`src/rtl/route_demux_pkg.sv`:
```
// Shared constants and helpers for route_demux: port count, destination field layout,
// and the counter saturation limit.
package route_demux_pkg;

  localparam int unsigned PORTS  = 4;
  localparam int unsigned SEL_W  = 2;
  localparam int unsigned DEST_W = 2;

  // Destination field occupies the top DEST_W bits of a word.
  function automatic int unsigned dest_msb(input int unsigned data_w);
    return data_w - 1;
  endfunction

  function automatic int unsigned dest_lsb(input int unsigned data_w);
    return data_w - DEST_W;
  endfunction

  function automatic logic [31:0] sat_limit(input int unsigned cnt_w);
    return (cnt_w >= 32) ? 32'hFFFF_FFFF : ((32'd1 << cnt_w) - 32'd1);
  endfunction

endpackage

```
`src/rtl/route_demux_sat_counter.sv`:
```
// Saturating up-counter with synchronous active-low reset; used for all route_demux statistics.
module sat_counter
  import route_demux_pkg::*;
#(
  parameter int unsigned CNT_W = 8
) (
  input  logic             clk,
  input  logic             reset,
  input  logic             inc,
  output logic [CNT_W-1:0] cnt
);

  localparam logic [CNT_W-1:0] CNT_MAX = CNT_W'(sat_limit(CNT_W));

  always_ff @(posedge clk) begin
    if (!reset) begin
      cnt <= '0;
    end else if (inc && (cnt != CNT_MAX)) begin
      cnt <= cnt + CNT_W'(1);
    end
  end

endmodule

```
`src/rtl/route_demux.sv`:
```
// Routes the word read from the arbiter-selected input FIFO to output FIFO P0..P3 by its
// destination field. Optional parity drop path enabled by PARITY_CHECK_EN.
module route_demux
  import route_demux_pkg::*;
#(
  parameter int unsigned DATA_W = 10,
  parameter int unsigned CNT_W  = 8
) (
  input  logic              clk,
  input  logic              reset,
  input  logic [SEL_W-1:0]  select,
  input  logic              pop_F0,
  input  logic              pop_F1,
  input  logic              pop_F2,
  input  logic              pop_F3,
  input  logic [DATA_W-1:0] data_F0,
  input  logic [DATA_W-1:0] data_F1,
  input  logic [DATA_W-1:0] data_F2,
  input  logic [DATA_W-1:0] data_F3,
  input  logic              almost_full_P0,
  input  logic              almost_full_P1,
  input  logic              almost_full_P2,
  input  logic              almost_full_P3,
  output logic              push_P0,
  output logic              push_P1,
  output logic              push_P2,
  output logic              push_P3,
  output logic [DATA_W-1:0] data_out,
  output logic [CNT_W-1:0]  cnt_P0,
  output logic [CNT_W-1:0]  cnt_P1,
  output logic [CNT_W-1:0]  cnt_P2,
  output logic [CNT_W-1:0]  cnt_P3,
  output logic [CNT_W-1:0]  drop_cnt,
  output logic              idle
`ifdef PARITY_CHECK_EN
  , output logic            perr
`endif
);

  localparam int unsigned DMSB = dest_msb(DATA_W);
  localparam int unsigned DLSB = dest_lsb(DATA_W);

  logic              va;
  logic              vb;
  logic [SEL_W-1:0]  src_a;
  logic [PORTS-1:0]  pop_v;
  logic [PORTS-1:0]  af_v;
  logic [PORTS-1:0]  push_n;
  logic [PORTS-1:0]  push_q;
  logic [DATA_W-1:0] data_v [PORTS];
  logic [DATA_W-1:0] word_n;
  logic [DEST_W-1:0] dest_n;
  logic              par_bad_n;
  logic              keep_n;
  logic              drop_n;
  logic [CNT_W-1:0]  cnt_v [PORTS];

  assign pop_v     = {pop_F3, pop_F2, pop_F1, pop_F0};
  assign af_v      = {almost_full_P3, almost_full_P2, almost_full_P1, almost_full_P0};
  assign data_v[0] = data_F0;
  assign data_v[1] = data_F1;
  assign data_v[2] = data_F2;
  assign data_v[3] = data_F3;

  // Stage B source mux: select captured with the pop picks the FIFO read port.
  assign word_n = data_v[src_a];
  assign dest_n = word_n[DMSB:DLSB];

`ifdef PARITY_CHECK_EN
  assign par_bad_n = ^word_n;
`else
  assign par_bad_n = 1'b0;
`endif

  assign keep_n = va & ~af_v[dest_n] & ~par_bad_n;
  assign drop_n = va & ~keep_n;

  always_comb begin
    push_n = '0;
    if (keep_n) push_n[dest_n] = 1'b1;
  end

  // Stage A/B valid pipeline and registered push/data outputs.
  always_ff @(posedge clk) begin
    if (!reset) begin
      va       <= 1'b0;
      vb       <= 1'b0;
      src_a    <= '0;
      push_q   <= '0;
      data_out <= '0;
    end else begin
      va     <= |pop_v;
      src_a  <= select;
      vb     <= va;
      push_q <= push_n;
      if (keep_n) data_out <= word_n;
    end
  end

`ifdef PARITY_CHECK_EN
  always_ff @(posedge clk) begin
    if (!reset) perr <= 1'b0;
    else        perr <= va & par_bad_n;
  end
`endif

  assign {push_P3, push_P2, push_P1, push_P0} = push_q;
  assign idle = ~va & ~vb;

  for (genvar i = 0; i < PORTS; i++) begin : g_cnt
    sat_counter #(.CNT_W(CNT_W)) u_cnt (
      .clk   (clk),
      .reset (reset),
      .inc   (push_n[i]),
      .cnt   (cnt_v[i])
    );
  end

  sat_counter #(.CNT_W(CNT_W)) u_drop (
    .clk   (clk),
    .reset (reset),
    .inc   (drop_n),
    .cnt   (drop_cnt)
  );

  assign cnt_P0 = cnt_v[0];
  assign cnt_P1 = cnt_v[1];
  assign cnt_P2 = cnt_v[2];
  assign cnt_P3 = cnt_v[3];

endmodule

```
`config.mk`:
```
export PLATFORM = sky130hd
export DESIGN_NAME = route_demux
export DESIGN_NICKNAME = d
export VERILOG_FILES = /design/src/rtl/route_demux_pkg.sv /design/src/rtl/route_demux_sat_counter.sv /design/src/rtl/route_demux.sv
export SDC_FILE = /design/constraint.sdc
export NUM_CORES = 1
export LEC_CHECK = 0
export CORE_MARGIN = 2
export CORE_UTILIZATION = 63
export DETAILED_ROUTE_END_ITERATION = 7
export DONT_BUFFER_PORTS = 1
export GPL_ROUTABILITY_DRIVEN = 1
export GPL_TIMING_DRIVEN = 0
export PLACE_DENSITY = 0.77
export SLEW_MARGIN = 20
export SYNTH_ARGS = -nofsm -noshare
export SYNTH_HDL_FRONTEND = slang
export SYNTH_SLANG_ARGS = --single-unit
```
`constraint.sdc`:
```
create_clock -name clk -period 2.7 [get_ports clk]
set_clock_uncertainty 0.2 [all_clocks]
set_input_delay 0.27 -clock clk [delete_from_list [all_inputs] [get_ports clk]]
set_output_delay 0.27 -clock clk [all_outputs]
set_load 0.02 [all_outputs]
```
==> reports/qor.txt, run 1 <==
Outcome: finished clean
Actual slew at the worst max-slew pin: 0.622 ns
Root buffer cell: clkbuf_8
Total negative setup slack: 0 ns
Sequential cell area fraction in the yosys report: 0.408
Clock share of power: 0.400
Post-synth EDFFs: 0
DP Area: 2910 um^2
Pins Over Slew Limit: 0
Inserted Diodes: 0
Synth Instances: 294
Final cell area excluding filler cells: 3190 um^2
Initial Utilization: 0.653
Max Cap Viol: 0
Clock Pin Slew Worst Setup and Hold Paths: 0.07 ns
Placer Congestion: 0.826
I/O Pins: 107
Relative slew slack: 0.586
Initial antenna violation count: 0
CP max stage delay: 0.60 ns
WS Path Type: reg2reg
Vias in the first global route: 2,102
CP cell instances: buf_8, mux4_2, or4_1, buf_4, nor3_2, nand3_1, mux2i_1
CTS tree: done
Fin nets: 371
Antenna-violating nets left: 0
WL final: 6450 um
Worst Setup Slack, final: 0.0871 ns
Max H-tree Level: 3
Final Power: 1.82 mW
Die H: 71.2 um
Mapped Nets: 351
Port Buf Inserts: 0
Std-Cell Rows: 24
Global-route wire length before repair: 10,300 um
Reg power frac: 0.506
Family with the most delay on the worst path: simple AND/OR/NAND/NOR gates
Area share of the largest cell type after synthesis: 0.408
Drt wl/cell: 17.4 um
Unrepaired setup endpoints after global routing: false
Skew-Pair Late Insertion Delay: 0.32 ns
CP arrival: 2.63 ns
Hpwl dp: 4540 um
Tot GR Track Use: 0.258
Crit end category: flop
Proportion of layout cells with a drive suffix above 1: 0.129
Post-layout util: 0.733
Final hold violations: 0
Ys flop type: dfxtp_1
Buffers and inverters on the worst path: 2
Sink Count: 58
Place WS: 0.0334 ns
Netlist Area Pre-Place: 2840 um^2
Worst Hold Class: in2reg
Drt pass-1 iters: 4
Unique masters post-synth: 47
Startpoint types: flop
Die Footprint: 5070 um^2
Critical path required time: 2.71 ns
Clock tree buffer depth: 2
P_sw: 455 uW
Flops & latches, synth: 58
Synth top area cells: dfxtp_1 (41%), mux2i_1 (8.1%), mux4_2 (7.9%)
Initial DRC Count: 128
Leakage: 1.26 nW
Post-synth top area cell: dfxtp_1
GRT overflow: 0
Largest net degree at the start of global routing: 11
Layout area overhead: 12.3%
Fill cells: 323
Final Cycle Share: 0.968
Cell Int Power: 1.37 mW
Synthesized area per cell: 9.67 um^2
Yosys warns: 0
Core area: 4350 um^2
Total CTS buffers: 9
Fmax: 0.383 GHz
Max VDD drop: 0.000375 V
Vias per cell: 5.97
Top cells by count, synth: dfxtp_1 (58), nor2_1 (44), mux2i_1 (23)
DRC violations left: 0
Horiz. Die Dim: 71.2 um
Post-synthesis async set-or-reset flop share: 0
Setup violators final: 0
Power density over cell area: 571 nW/um^2
Switch share: 0.250
Most numerous cell in the Yosys netlist: dfxtp_1
Critical-path top delay cell: mux4_2
Via count: 2,214
Combinational group share of total power: 0.095
Minimum clock period: 2.61 ns
Crit Path Max Fanout: 10
-- power by group through the flow --
stage	clock network [mW]	logic, mW	registers (mW)
2_1_floorplan	0	0.132	0.937
3_3_place_gp	0	0.155	0.941
3_5_place_dp	0	0.157	0.942
4_1_cts	0.736	0.169	0.923
5_1_grt	0.774	0.190	0.926
6_report	0.729	0.173	0.923
-- state kept, by name, indices dropped and copies added (netlist names) --
name and cells:
g_cnt.u_cnt.cnt 32, src_a 2, u_drop.cnt 8, push_q 4, vb 1, va 1
data_out 10
-- cells by family (layout without fill, tap and decap cells) --
kind of cell | count (synthesis) | in the layout | synth area share
buf+inv | 17 | 42 | 0.0277
fa+ha+maj | 5 | 5 | 0.0220
mux | 33 | 33 | 0.160
compound gates | 23 | 23 | 0.0590
simple gates | 139 | 139 | 0.264
xor+xnor | 19 | 19 | 0.0585
flops | 58 | 58 | 0.408
-- stage by stage --
stage	hold WS (ns)	cells
6_report	0.0119	371
5_1_grt	0.0153	371
4_1_cts	0.00165	369
3_5_place_dp	0.202	346
3_3_place_gp	0.199	346
2_1_floorplan	0.190	294
-- timing repair --
| item | CTS | global route |
|---|---|---|
| setup buffers | 0 | 3 |
| hold buffers | 7 | 0 |
| hold endpoints to repair | 9 | 0 |
| endpoints found under the setup margin | 0 | 8 |
| gates resized for setup | 0 | 3 |
-- final timing paths --
kind / to / depth (start not counted) / slack (ns) / startpoint
worst max register to register: g_cnt[0].u_cnt.cnt[5] / 7 / 0.09 / src_a[0]
worst min register to register: data_out[9] / 2 / 0.39 / data_out[9]
worst max-delay path: g_cnt[0].u_cnt.cnt[5] / 7 / 0.09 / src_a[0]
worst min-delay path: g_cnt[0].u_cnt.cnt[6] / 2 / 0.01 / reset
-- per-layer routing --
metal  up-vias  wire length (um)  track usage
met3         6               662       0.0926
li1       1096                 -            -
met2        99              3090        0.416
met4         0                65       0.0860
met5         -                 0            0
met1      1013              2640        0.323
-- layout by cell type, fill, tap and decap left out, types with 10 or more instances in the layout --
cell,n
mux4_2,10
nand3_1,18
xnor2_1,11
clkbuf_8,12
and3_1,17
mux2i_1,23
nor2_1,44
nand2_1,17
dfxtp_1,58
-- cell type report --
| cell class | instances | area [um^2] | share of cell area |
|---|---|---|---|
| clock inverters | 2 | 10.0 | 0.00313 |
| flip-flops and latches | 58 | 1160 | 0.364 |
| well taps | 52 | 65.1 | 0.0204 |
| plain buffers | 12 | 62.6 | 0.0196 |
| inverters | 4 | 15.0 | 0.00470 |
| clock buffers | 14 | 173 | 0.0541 |
| multi-input cells | 219 | 1610 | 0.505 |
| repair buffers | 10 | 92.6 | 0.0290 |
-- worst register-to-register path, cell delays in order, from the launching register on --
cell,delay [ns]
dfxtp_1,0.35
buf_8,0.17
mux4_2,0.60
or4_1,0.50
buf_4,0.19
nor3_2,0.23
nand3_1,0.13
mux2i_1,0.14
(Power assumes the default switching activity.)
==> run 2: changes to the inputs <==
Settings changed: CORE_UTILIZATION 63 to 44, DONT_BUFFER_PORTS 1 to unset, PLACE_DENSITY 0.77 to 0.78.
==> run 2 against run 1 <==
Count of clock-buffer cells in the layout fell by 2. Highest routed layer unchanged. Sequential cell count stayed put. Worst hold slack better by 0.27 ns. Critical endpoint unchanged.
==> reports/qor.txt, run 2 (synthesis gave the netlist of run 1 again) <==
Hpwl dp: 5710 um (+26%)
Most frequent cells in the layout: clkdlybuf4s50_1 (106), dfxtp_1 (58), nor2_1 (44)
Antenna-violating nets left: 0 (unchanged)
CP arrival: 2.61 ns (-0.02 ns)
Core area: 6310 um^2 (+45%)
Tot GR Track Use: 0.211 (-0.0469)
Via count: 2,628 (+19%)
Std-Cell Rows: 29 (+21%)
Most common cell after layout, fill and taps aside: clkdlybuf4s50_1
Global-route wire length before repair: 12,000 um (+17%)
Switch share: 0.251 (+0.00110)
Layout area overhead: 47.8%
CTS tree: done
Largest net degree at the start of global routing: 11 (unchanged)
Power density over cell area: 436 nW/um^2 (-24%)
CP cell instances: buf_8, mux4_2, or4_1, buf_4, nor3_2, nand3_1, mux2i_1
Initial DRC Count: 117 (-8.6%)
Critical-path top delay cell: mux4_2
Initial antenna violation count: 0 (unchanged)
Worst Hold Class: reg2reg
Cell Int Power: 1.37 mW (+0.34%)
Crit end category: flop
WL final: 7570 um (+17%)
Total negative setup slack: 0 ns (unchanged)
Largest Register: g_cnt.u_cnt.cnt
Worst hold path startpoint: data_out[9]
Critical Path Source: src_a[0]
DRC violations left: 0 (unchanged)
Die H: 84.4 um (+19%)
Clock share of power: 0.340 (-0.060)
Initial Utilization: 0.450 (-0.203)
CP max stage delay: 0.63 ns (+0.03 ns)
Buffers and inverters on the worst path: 2 (unchanged)
Inserted Diodes: 0 (unchanged)
Skew-Pair Late Insertion Delay: 0.33 ns (about the same)
Clock tree buffer depth: 2 (unchanged)
Drt wl/cell: 15.3 um (-12%)
Setup violators final: 0 (unchanged)
Relative slew slack: 0.607 (+0.0210)
Proportion of layout cells with a drive suffix above 1: 0.0955 (-0.0331)
Port Buf Inserts: 106 (+106)
GRT overflow: 0 (unchanged)
Max H-tree Level: 3 (unchanged)
Post-layout util: 0.666 (-0.0675)
Fin nets: 474 (+28%)
CTS Hold Bufs: 0 (-7)
Minimum clock period: 2.60 ns (-0.0149 ns)
Startpoint types: flop
Leakage: 1.62 nW (+28%)
Max Cap Viol: 0 (unchanged)
Combinational group share of total power: 0.172 (+0.077)
Vias in the first global route: 2,475 (+18%)
Number of flip-flops under the largest register name: 32 (unchanged)
Critical path required time: 2.72 ns (about the same)
Placer Congestion: 0.829 (+0.41%)
Biggest regs: g_cnt.u_cnt.cnt (32), data_out (10), u_drop.cnt (8)
Root buffer cell: clkbuf_8
WS Path Type: reg2reg
Vias per cell: 5.30 (-11%)
Horiz. Die Dim: 84.4 um (+19%)
Die Footprint: 7120 um^2 (+41%)
Total CTS buffers: 9 (unchanged)
Actual slew at the worst max-slew pin: 0.590 ns (-0.0315 ns)
Outcome: finished clean
Drt pass-1 iters: 4 (unchanged)
Final Cycle Share: 0.962 (-0.00553)
Clock Pin Slew Worst Setup and Hold Paths: 0.06 ns (about the same)
Reg power frac: 0.488 (-0.018)
Family with the most delay on the worst path: simple AND/OR/NAND/NOR gates
P_sw: 460 uW (+0.93%)
Unrepaired setup endpoints after global routing: false
Pins Over Slew Limit: 0 (unchanged)
Crit Path Max Fanout: 9 (-1)
RR Startpoint: src_a[0]
Fmax: 0.385 GHz (+0.57%)
Max VDD drop: 0.000339 V (-9.4%)
Final hold violations: 0 (unchanged)
I/O Pins: 107 (unchanged)
Sink Count: 58 (unchanged)
-- run 2: cell types whose count changed in the layout (fill, tap and decap cells not counted) --
cell	change
nor4b_2	-1
buf_4	+3
buf_2	+1
clkinv_2	-1
clkdlybuf4s50_1	+106
nor3_1	+1
clkbuf_8	-3
clkbuf_1	+1
dlygate4sd3_1	-7
nor4b_4	+1
nor3_2	-1
-- run 2: final cells by class --
type / count / area, um^2
well taps: 77 / 96.3
inverters: 4 / 15.0
fillers: 530 / 2110
clock buffers: 12 / 135
repair buffers: 112 / 1110
flip-flops and latches: 58 / 1160
plain buffers: 13 / 67.6
multi-input cells: 219 / 1620
clock inverters: 1 / 5.00
-- run 2: power by group through the flow --
stage	Clock (mW)	Combinational, mW	Sequential, mW
after floorplan	0	0.132	0.937
after global placement	0	0.302	0.913
after detailed placement	0	0.308	0.914
after CTS	0.635	0.309	0.895
after global routing	0.680	0.338	0.897
final	0.623	0.316	0.895
-- run 2: worst register-to-register path, delay by kind of cell, from the launching register on --
kind	cells	cell delay [ns]
buffers and inverters	2	0.32
DFF	1	0.34
muxes	2	0.76
and+or+nand+nor	3	0.87
-- run 2: timing repair --
item / 4_1_cts / 5_1_grt
endpoints found under the setup margin: 0 / 13
setup buffers: 0 / 6
resized for setup: 0 / 3
-- run 2: path summary, 6_finish.rpt --
path / to / slack (ns) / cells after the start
max: g_cnt[0].u_cnt.cnt[5] / 0.10 / 7
min: data_out[9] / 0.28 / 2
max reg2reg: g_cnt[0].u_cnt.cnt[5] / 0.10 / 7
min reg2reg: data_out[9] / 0.28 / 2
-- run 2: routing by layer --
metal | GRT usage | up-vias | wire [um]
met1 | 0.255 | 1229 | 3250
li1 | - | 1300 | -
met4 | 0.0736 | 0 | 81
met2 | 0.359 | 94 | 3640
met3 | 0.0649 | 5 | 604
met5 | 0 | - | 0
-- run 2: through the flow --
step	setup WS, ns	total power, mW	hold slack [ns]	instances	cell area (um^2)
global placement	-0.108	1.21	0.256	477	4000
CTS	0.000458	1.84	0.278	490	4140
finish	0.102	1.83	0.279	496	4200
floorplan	0.215	1.07	0.190	294	2840
global route	0.00356	1.92	0.315	496	4200
detailed placement	-0.136	1.22	0.267	477	4000
==> run 3: changes to the inputs <==
Settings changed: TNS_END_PERCENT set to 100.
==> results of run 3 <==
No change in the layout: final DEF, timing and power equal those of run 2.
